File: config.mk
export PLATFORM = sky130hd
export DESIGN_NAME = rs_dsp_multacc_pipe
export DESIGN_NICKNAME = d
export VERILOG_FILES = /design/src/rtl/rs_dsp_pkg.sv /design/src/rtl/rs_dsp_round_sat.sv /design/src/rtl/rs_dsp_multacc_pipe.sv
export SDC_FILE = /design/constraint.sdc
export NUM_CORES = 2
export LEC_CHECK = 0
export CORE_MARGIN = 2
export CORE_UTILIZATION = 47
export CTS_BUF_LIST = sky130_fd_sc_hd__clkbuf_4
export DETAILED_ROUTE_END_ITERATION = 6
export PLACE_DENSITY = 0.66
export SLEW_MARGIN = 10
export SYNTH_ARGS = -nofsm -noshare
export SYNTH_HDL_FRONTEND = slang
export SYNTH_SLANG_ARGS = --single-unit
File: constraint.sdc
create_clock -name clk -period 9.4 [get_ports clk]
set_input_delay 0.94 -clock clk [delete_from_list [all_inputs] [get_ports clk]]
set_output_delay 0.94 -clock clk [all_outputs]
set_load 0.02 [all_outputs]
File: src/rtl/rs_dsp_pkg.sv
// Shared types and elaboration helpers for the rs_dsp multiply-accumulate block.
package rs_dsp_pkg;

    typedef enum logic [1:0] {
        FB_MULT     = 2'd0,
        FB_MAC      = 2'd1,
        FB_READ_ACC = 2'd2
    } fb_mode_e;

    localparam int SHIFT_W = 6;

    typedef struct packed {
        logic               unsigned_a;
        logic               unsigned_b;
        logic [1:0]         feedback;
        logic               load_acc;
        logic               subtract;
        logic [SHIFT_W-1:0] shift_right;
        logic               round;
        logic               saturate_enable;
    } ctrl_t;

    function automatic bit widths_ok(input int a_w, input int b_w, input int z_w, input int acc_w);
        return (acc_w >= a_w + b_w + 2) && (acc_w >= z_w) && (z_w > 0);
    endfunction

endpackage

File: src/rtl/rs_dsp_round_sat.sv
// Combinational output stage: round-half-up, arithmetic shift, range check and optional clamp.
module rs_dsp_round_sat
    import rs_dsp_pkg::*;
#(
    parameter int ACC_W = 48,
    parameter int Z_W   = 38
) (
    input  logic [ACC_W-1:0]   i_value,
    input  logic [SHIFT_W-1:0] i_shift,
    input  logic               i_round,
    input  logic               i_saturate,
    input  logic               i_unsigned,
    output logic [Z_W-1:0]     o_z,
    output logic               o_overflow
);

    // One extra bit so the rounding bias can never wrap the accumulator value.
    localparam int RW = ACC_W + 1;
    localparam logic signed [RW-1:0] ONE   = RW'(1);
    localparam logic signed [RW-1:0] U_MAX = (ONE <<< Z_W) - ONE;
    localparam logic signed [RW-1:0] S_MAX = (ONE <<< (Z_W - 1)) - ONE;
    localparam logic signed [RW-1:0] S_MIN = -(ONE <<< (Z_W - 1));

    logic signed [RW-1:0] w_ext;
    logic signed [RW-1:0] w_bias;
    logic signed [RW-1:0] w_sum;
    logic signed [RW-1:0] w_shifted;
    logic signed [RW-1:0] w_hi;
    logic signed [RW-1:0] w_lo;
    logic                 w_above;
    logic                 w_below;

    always_comb begin
        w_ext  = RW'($signed(i_value));
        w_bias = '0;
        if (i_round && (i_shift != '0) && (int'(i_shift) < ACC_W)) begin
            w_bias = ONE <<< (i_shift - 1'b1);
        end
        w_sum = w_ext + w_bias;
        if (int'(i_shift) >= ACC_W) begin
            w_shifted = {RW{w_ext[RW-1]}};
        end else begin
            w_shifted = w_sum >>> i_shift;
        end
        w_hi       = i_unsigned ? U_MAX : S_MAX;
        w_lo       = i_unsigned ? '0 : S_MIN;
        w_above    = w_shifted > w_hi;
        w_below    = w_shifted < w_lo;
        o_overflow = w_above | w_below;
        o_z        = w_shifted[Z_W-1:0];
        if (i_saturate && w_above) begin
            o_z = w_hi[Z_W-1:0];
        end else if (i_saturate && w_below) begin
            o_z = w_lo[Z_W-1:0];
        end
    end

endmodule

File: src/rtl/rs_dsp_multacc_pipe.sv
// Pipelined signed/unsigned multiply-accumulate with shift/round/saturate output.
// Define RS_DSP_MULTACC_STALL_EN to add out_ready backpressure that freezes the whole pipe.
module rs_dsp_multacc_pipe
    import rs_dsp_pkg::*;
#(
    parameter int A_W    = 20,
    parameter int B_W    = 18,
    parameter int Z_W    = 38,
    parameter int ACC_W  = 48,
    parameter int IN_REG = 1
) (
    input  logic               clk,
    input  logic               lreset,
    input  logic               in_valid,
    output logic               in_ready,
`ifdef RS_DSP_MULTACC_STALL_EN
    input  logic               out_ready,
`endif
    input  logic [A_W-1:0]     a,
    input  logic [B_W-1:0]     b,
    input  logic               unsigned_a,
    input  logic               unsigned_b,
    input  logic [1:0]         feedback,
    input  logic               load_acc,
    input  logic               subtract,
    input  logic [SHIFT_W-1:0] shift_right,
    input  logic               round,
    input  logic               saturate_enable,
    output logic [Z_W-1:0]     z,
    output logic               out_valid,
    output logic               overflow
);

    localparam int PW = A_W + B_W + 2;

    if (!widths_ok(A_W, B_W, Z_W, ACC_W)) begin : g_bad_widths
        $error("rs_dsp_multacc_pipe: ACC_W must be >= A_W+B_W+2 and >= Z_W");
    end

    logic w_stall;
    logic w_adv;

`ifdef RS_DSP_MULTACC_STALL_EN
    assign w_stall = out_valid & ~out_ready;
`else
    assign w_stall = 1'b0;
`endif
    assign w_adv    = ~w_stall;
    assign in_ready = w_adv;

    ctrl_t w_ctl_in;
    assign w_ctl_in = '{unsigned_a, unsigned_b, feedback, load_acc, subtract,
                        shift_right, round, saturate_enable};

    // ---- S0: optional input register ----
    logic           w_vld_p0;
    logic [A_W-1:0] w_a_p0;
    logic [B_W-1:0] w_b_p0;
    ctrl_t          w_ctl_p0;

    if (IN_REG != 0) begin : g_in_reg
        logic           r_vld_p0;
        logic [A_W-1:0] r_a_p0;
        logic [B_W-1:0] r_b_p0;
        ctrl_t          r_ctl_p0;

        always_ff @(posedge clk or posedge lreset) begin
            if (lreset) begin
                r_vld_p0 <= 1'b0;
            end else if (w_adv) begin
                r_vld_p0 <= in_valid;
            end
        end

        always_ff @(posedge clk) begin
            if (w_adv) begin
                r_a_p0   <= a;
                r_b_p0   <= b;
                r_ctl_p0 <= w_ctl_in;
            end
        end

        assign w_vld_p0 = r_vld_p0;
        assign w_a_p0   = r_a_p0;
        assign w_b_p0   = r_b_p0;
        assign w_ctl_p0 = r_ctl_p0;
    end else begin : g_no_in_reg
        assign w_vld_p0 = in_valid;
        assign w_a_p0   = a;
        assign w_b_p0   = b;
        assign w_ctl_p0 = w_ctl_in;
    end

    // ---- S1: product register ----
    logic signed [A_W:0]       w_a_ext;
    logic signed [B_W:0]       w_b_ext;
    logic signed [PW-1:0]      w_prod;
    logic signed [ACC_W-1:0]   w_prod_ext;
    logic signed [ACC_W-1:0]   w_prod_sgn;

    assign w_a_ext    = {~w_ctl_p0.unsigned_a & w_a_p0[A_W-1], w_a_p0};
    assign w_b_ext    = {~w_ctl_p0.unsigned_b & w_b_p0[B_W-1], w_b_p0};
    assign w_prod     = PW'(w_a_ext) * PW'(w_b_ext);
    assign w_prod_ext = ACC_W'(w_prod);
    assign w_prod_sgn = w_ctl_p0.subtract ? -w_prod_ext : w_prod_ext;

    logic                    r_vld_p1;
    logic signed [ACC_W-1:0] r_prod_p1;
    logic [1:0]              r_fb_p1;
    logic                    r_ld_p1;
    logic [SHIFT_W-1:0]      r_sh_p1;
    logic                    r_rnd_p1;
    logic                    r_sat_p1;
    logic                    r_uns_p1;

    always_ff @(posedge clk or posedge lreset) begin
        if (lreset) begin
            r_vld_p1 <= 1'b0;
        end else if (w_adv) begin
            r_vld_p1 <= w_vld_p0;
        end
    end

    always_ff @(posedge clk) begin
        if (w_adv) begin
            r_prod_p1 <= w_prod_sgn;
            r_fb_p1   <= w_ctl_p0.feedback;
            r_ld_p1   <= w_ctl_p0.load_acc;
            r_sh_p1   <= w_ctl_p0.shift_right;
            r_rnd_p1  <= w_ctl_p0.round;
            r_sat_p1  <= w_ctl_p0.saturate_enable;
            r_uns_p1  <= w_ctl_p0.unsigned_a & w_ctl_p0.unsigned_b;
        end
    end

    // ---- S2: accumulate and output register ----
    logic signed [ACC_W-1:0] r_acc_p2;
    logic signed [ACC_W-1:0] w_acc_next;
    logic [Z_W-1:0]          w_z;
    logic                    w_ovf;

    // The accumulator is read straight from its register, so MAC chains need no bubble.
    always_comb begin
        w_acc_next = r_prod_p1;
        case (r_fb_p1)
            FB_MAC:      w_acc_next = (r_ld_p1 ? '0 : r_acc_p2) + r_prod_p1;
            FB_READ_ACC: w_acc_next = r_acc_p2;
            default:     w_acc_next = r_prod_p1;
        endcase
    end

    rs_dsp_round_sat #(
        .ACC_W (ACC_W),
        .Z_W   (Z_W)
    ) u_round_sat (
        .i_value    (w_acc_next),
        .i_shift    (r_sh_p1),
        .i_round    (r_rnd_p1),
        .i_saturate (r_sat_p1),
        .i_unsigned (r_uns_p1),
        .o_z        (w_z),
        .o_overflow (w_ovf)
    );

    logic [Z_W-1:0] r_z_p2;
    logic           r_vld_p2;
    logic           r_ovf_p2;

    always_ff @(posedge clk or posedge lreset) begin
        if (lreset) begin
            r_acc_p2 <= '0;
            r_z_p2   <= '0;
            r_ovf_p2 <= 1'b0;
            r_vld_p2 <= 1'b0;
        end else if (w_adv) begin
            r_vld_p2 <= r_vld_p1;
            if (r_vld_p1) begin
                r_acc_p2 <= w_acc_next;
                r_z_p2   <= w_z;
                r_ovf_p2 <= w_ovf;
            end
        end
    end

    assign z         = r_z_p2;
    assign out_valid = r_vld_p2;
    assign overflow  = r_ovf_p2;

endmodule

After elaboration in Yosys (flattened, before gate mapping) --
Index checks and enable logic that the tools add are counted. W data, S select, Z words.
Word-level totals: register bits after elaboration 202, output and inout port bits 41, logic and storage cells 56
Cells by class: $add $sub $neg 4, multiply operators 1, $lt $le $gt $ge 4, equality and inequality tests 2, shift-type cells 2, mux-type cells 9, bitwise operators 6, reduce and logical (&&, ||, !) cells 5
Operator list (count):
- $mux W49 | 3
- $mux W38 | 3
- $mux W48 | 2
- $pmux W48 S2 | 1
- $add A48 B49 Y49 | 1
- $gt A49 B49 Y1 | 1
- $lt A49 B49 Y1 | 1
- $sshl A2 B6 Y49 const A | 1
- $sshr A49 B6 Y49 | 1
- $add A48 B48 Y48 | 1
- $neg A40 Y48 | 1
- $mul A21 B19 Y40 | 1
- $ge A6 B6 Y1 const B | 1
- $lt A6 B6 Y1 const B | 1
- $reduce_bool A6 Y1 | 1
- $sub A6 B1 Y6 const B | 1
- $logic_and A1 B1 Y1 | 4
- $and A1 B1 Y1 | 3
- $eq A2 B1 Y1 const B | 1
- $eq A2 B2 Y1 const B | 1
- $not A1 Y1 | 2
- $or A1 B1 Y1 | 1

Depth between registers and ports, before layout --
depth after elaboration 11, mapped depth 56, gate-level depth less buffers 52

Hierarchy --
A second synthesis with hierarchy kept.
Unflattened totals: cell total of the unflattened synthesis 4531, area total of the unflattened synthesis 36098.4 um^2
Modules (own cells, without submodules):
- rs_dsp_multacc_pipe | instances 1, cells each 2771, area an instance 25465.7 um^2, seq. area each 4494.3 um^2
- rs_dsp_round_sat | instances 1, cells each 1760, area an instance 10632.7 um^2, seq. area each 0.0 um^2

Least setup slack after synthesis --
Ideal clock, no wire load.
path type reg2reg, start point register r_ld_p1, end point register r_z_p2[18] (netlist: z[18]), setup time 0.121 ns, arrival 9.867 ns, required time 9.279 ns, slack -0.588 ns, cell stages (with the launch flop) 53, buffers on the path 4, period minus slack after synthesis 9.988 ns, cell sequence dfxtp_1 > clkbuf_1 > nor2b_1 > ha_1 > inv_1 > fa_1 > nor2b_1 > o21ai_0 > a21boi_0 > o21a_1 > o21ai_0 > a21oi_1 > a31oi_1 > o31a_1 > o21ai_0 > a21oi_1 > o21ai_0 > a21o_1 > [... 17 more ...] > ha_1 > nor2b_1 > o21a_1 > o21a_1 > o21a_1 > o21a_1 > o21a_1 > o21a_1 > o21a_1 > o21a_1 > o21ai_0 > a31oi_1 > nand2b_1 > clkbuf_1 > o211ai_1 > clkbuf_1 > o21ai_0 > o22a_1
On the way: longest elaborated chain between the ends 10, elaborated cells on any way between the ends 12
RTL lines:
- from (decl) | line rs_dsp_multacc_pipe.sv:110 | logic r_ld_p1;
- from (signal assigned) | line rs_dsp_multacc_pipe.sv:128 | r_ld_p1 <= w_ctl_p0.load_acc;
- $mux W48 (*) | line rs_dsp_multacc_pipe.sv:146 | FB_MAC: w_acc_next = (r_ld_p1 ? '0 : r_acc_p2) + r_prod_p1;
- $add A48 B48 Y48 (*) | line rs_dsp_multacc_pipe.sv:146
- $pmux W48 S2 (*) | line rs_dsp_multacc_pipe.sv:145 | case (r_fb_p1)
- net u_round_sat.i_value[26] | line rs_dsp_round_sat.sv:8 | input logic [ACC_W-1:0] i_value,
- $add A48 B49 Y49 (*) | line rs_dsp_round_sat.sv:39 | w_sum = w_ext + w_bias;
- $sshr A49 B6 Y49 (*) | line rs_dsp_round_sat.sv:43 | w_shifted = w_sum >>> i_shift;
- $mux W49 (*) | line rs_dsp_round_sat.sv:40 | if (int'(i_shift) >= ACC_W) begin
- $lt A49 B49 Y1 | line rs_dsp_round_sat.sv:48 | w_below = w_shifted < w_lo;
- $logic_and A1 B1 Y1 | line rs_dsp_round_sat.sv:53 | end else if (i_saturate && w_below) begin
- $mux W38 | line rs_dsp_round_sat.sv:53
- $mux W38 (*) | line rs_dsp_round_sat.sv:51 | if (i_saturate && w_above) begin
- to (signal assigned) | line rs_dsp_multacc_pipe.sv:179 | r_z_p2 <= w_z;
- to (decl) | line rs_dsp_multacc_pipe.sv:165 | logic [Z_W-1:0] r_z_p2;
Mark *: on every way through the listed nets, which the timed path passes. The rest lies on a longest branch. A chain may end at the register's enable or synchronous reset.

Worst setup path in the final report --
start point register r_ld_p1, end point register r_z_p2[20] (netlist: z[20])
The elaborated chain is that of the path after synthesis.

==> results.tsv <==
stage	metric	value	unit
floorplan	Chip Height	274	um
detailed_routing	DR WL/cell	19.9	um
grt	grt peak-use layer	met2	
critical_path	reg-to-reg setup timing slack	-370	ps
run_status	failing checks	negative setup slack	
timing	worst hold slack	320	ps
timing	Final Hold Fails	0	
detailed_routing	final wirelength	109000	um
clock_tree	Sink Count	202	
timing	Slew HR	0.248	
critical_path	RR Startpoint	r_ld_p1	
placement	Inst Count DP	5343	
finish	Final Core Density	0.559	
critical_path	Worst path max stage delay	540	ps
floorplan	I/O Pins	96	
finish	nets	5181	
grt	GRT Util Overall	0.291	
finish	most frequent cells in the layout	480 x inv_1, 459 x nand2_1, 426 x buf_4	
placement	RePlAce Congestion	1.01	
clock_tree	cts bufs inserted	58	
timing	RSZ-0062 raised after global routing	true	
timing	clock skew	98.9	ps
synthesis	Synth Instances	4153	
timing	f_max	0.102	GHz
clock_tree	clk root buf	clkbuf_4	
clock_tree	hold_buf cts	0	
critical_path	Critical Path AT	10500	ps
critical_path	crit path launch	r_ld_p1	
finish	FILL cells	6629	
finish	most common cell after layout, fill and taps aside	inv_1	
detailed_routing	DRT antenna net count	0	
timing	final cycle utilization of the critical path	1.04	
finish	P&R area growth vs syn	17.3	%
grt	largest net degree at the start of global routing	75	
grt	grt ovf	0	
synthesis	post-synthesis adder-cell area fraction	0.321	
floorplan	Die Area	0.0749	mm2
floorplan	Die Width	274	um
clock_tree	clock-pin slew on the worst setup and hold paths	60	ps
critical_path	Critical Path Fanout Max	6	
timing	Final WS setup	-375	ps
synthesis	simple-gate area share of the yosys netlist	0.191	
synthesis	mux cell area share after synthesis	0.0440	
critical_path	CP required	10130	ps
critical_path	crit path capture	z[20]	
floorplan	core area	0.0717	mm2
synthesis	EDFF count, synth	0	
synthesis	Mean Syn Cell Area	8.23	um2
finish	layout cells sized above 1	0.167	
finish	fin cells	5496	
grt	M2 GR Usage	0.468	
timing	Slew @ Worst Pin	1120	ps
timing	Pins Over Slew Limit	0	
floorplan	site row count	98	
grt	vias in the first global route	32300	
synthesis	main combinational cell family by area after synthesis	adder cells	
synthesis	Post-Syn Nets	4841	
flow_run	max_cap viols	0	
grt	met3 Resource Use GR	0.0501	
placement	port bufs	94	
synthesis	ys async rst share	0.446	
timing	Tmin final	9770	ps
finish	fin area	0.0401	mm2
critical_path	CP startpoint kind	register	
placement	DP Area	0.0384	mm2
clock_tree	maximum clock insertion buffer count	3	
detailed_routing	detailed-route DRC error count	0	
clock_tree	CTS tree	done	
synthesis	Synth warnings	0	
detailed_routing	total number of vias	32200	
critical_path	slowest CP cell	mux4_2	
timing	Setup Viol. Count Final	38	
synthesis	post-synthesis sequential area ratio	0.131	
detailed_routing	DR vias/cell	5.85	
critical_path	CP Class	register to register	
floorplan	initial core utilization	0.476	
grt	initial antenna violation count	5	
synthesis	Post-Syn Area	0.0342	mm2
placement	hpwl dp	85900	um
synthesis	Yosys cell types	101	
synthesis	post-synthesis compound-gate area fraction	0.192	
synthesis	#FFs+latches synth	202	
synthesis	predominant post-synthesis flop cell	dfxtp_1	
critical_path	crit end category	register	
worst_hold_path	Worst Hold Class	register to register	
clock_tree	Clk Latency, worst-skew pair	850	ps
critical_path	Reg2Reg Depth	52	
clock_tree	H-tree depth	2	
detailed_routing	drt pass-1 iters	6	
synthesis	XOR/XNOR Fraction of Synth Area	0.0376	
grt	first-pass GRT wire length	175000	um
run_status	status	complete, but fails checks	
critical_path	reg-to-reg critical path endpoint	z[20]	
detailed_routing	DR iter-0 viols	2708	
critical_path	CP most frequent cell	o21a_1	
grt	grt met1 use	0.392	
==> layer usage <==
metal / vias to the layer above / wire length (um)
li1: 14900 / -
met1: 15800 / 47200
met2: 1175 / 49900
met3: 256 / 7580
met4: 4 / 4320
met5: - / 29
==> worst min-delay path by stage <==
| stage | start | endpoint | cells past startpoint |
|---|---|---|---|
| 2_1_floorplan | g_in_reg.r_ctl_p0[10] | r_fb_p1[0] | 0 |
| 3_3_place_gp | g_in_reg.r_ctl_p0[1] | r_rnd_p1 | 0 |
| 3_5_place_dp | g_in_reg.r_ctl_p0[6] | r_sh_p1[4] | 0 |
| 4_1_cts | g_in_reg.r_ctl_p0[10] | r_fb_p1[0] | 0 |
| 5_1_grt | g_in_reg.r_ctl_p0[2] | r_sh_p1[0] | 0 |
| 6_report | g_in_reg.r_ctl_p0[10] | r_fb_p1[0] | 0 |
==> sequential cells by signal, summed over array words and instances, names as in the netlist <==
signal             cells
r_sat_p1               1
r_prod_p1             48
z                     38
g_in_reg.r_b_p0       18
r_sh_p1                6
r_fb_p1                2
r_ld_p1                1
r_vld_p1               1
out_valid              1
overflow               1
r_acc_p2              48
r_rnd_p1               1
g_in_reg.r_a_p0       20
g_in_reg.r_ctl_p0     14
r_uns_p1               1
g_in_reg.r_vld_p0      1
==> final cells by class <==
type / count / area [um2] / area share
multi-input combinational: 3211 / 27300 / 0.682
sequential: 202 / 4510 / 0.113
timing repair buffer: 534 / 4380 / 0.109
inverter: 486 / 1830 / 0.0455
tap: 950 / 1190 / 0.0296
clock buffer: 84 / 631 / 0.0157
clock inverter: 26 / 218 / 0.00543
antenna: 3 / 7.51 / 0.000187
==> worst max-delay path, delay by kind of cell (launching register included) <==
kind / cells / cell delay (ps)
adders and majority gates: 4 / 1120
buffers and inverters: 5 / 600
muxes: 3 / 940
DFF: 1 / 380
and+or+nand+nor: 8 / 1640
xor gates and xnor gates: 1 / 120
AOI/OAI and AO/OA: 31 / 4910
==> cell usage after synthesis (all sizes together), types with 14 or more instances <==
library cell	instances	share of area
dfrtp	90	0.066
and4	14	0.0037
and3	31	0.0057
mux2	61	0.020
a31oi	31	0.0057
o21bai	20	0.0044
xnor2	119	0.031
nand2	461	0.051
o2111ai	14	0.0036
a2111oi	15	0.0046
mux2i	48	0.014
a21o	59	0.013
fa	405	0.24
a22oi	24	0.0053
nor4	23	0.0042
inv	484	0.053
o21ai	194	0.028
a211o	25	0.0064
and2	152	0.028
nand3	73	0.011
o22a	21	0.0054
mux4	15	0.0099
or2	29	0.0053
or3	35	0.0066
clkbuf	209	0.023
nor2b	73	0.013
a21oi	241	0.035
nand2b	43	0.0079
o21a	41	0.0090
a211oi	44	0.010
nor2	243	0.027
o211ai	30	0.0069
o22ai	17	0.0031
nor3	88	0.014
a221oi	39	0.010
buf	45	0.0065
dfxtp	112	0.066
o31ai	37	0.0090
nand4	36	0.0066
xor2	27	0.0069
ha	228	0.083
==> cell families after synthesis <==
family,Yosys count
xor+xnor,146
flops,202
other cells,2
buf+inv,740
simple gates,1335
compound gates,971
mux,124
fa+ha+maj,633
==> per-stage QoR <==
step / setup slack [ps] / TNS [ps]
after floorplan: 0.477 / 0
after global placement: -309 / -6910
after detailed placement: -442 / -12060
after CTS: -169 / -2550
after global routing: -819 / -27160
final: -375 / -9320
==> repair_timing <==
action | in CTS | in global routing
pin swaps | 26 | 59
setup buffers | 22 | 19
gates cloned | 1 | 2
setup endpoints to repair | 38 | 49
gates resized for setup | 63 | 63
Power is left out: the tool's default activity adds up to more than one toggle a clock period on the data nets, which glitch-free logic cannot reach.
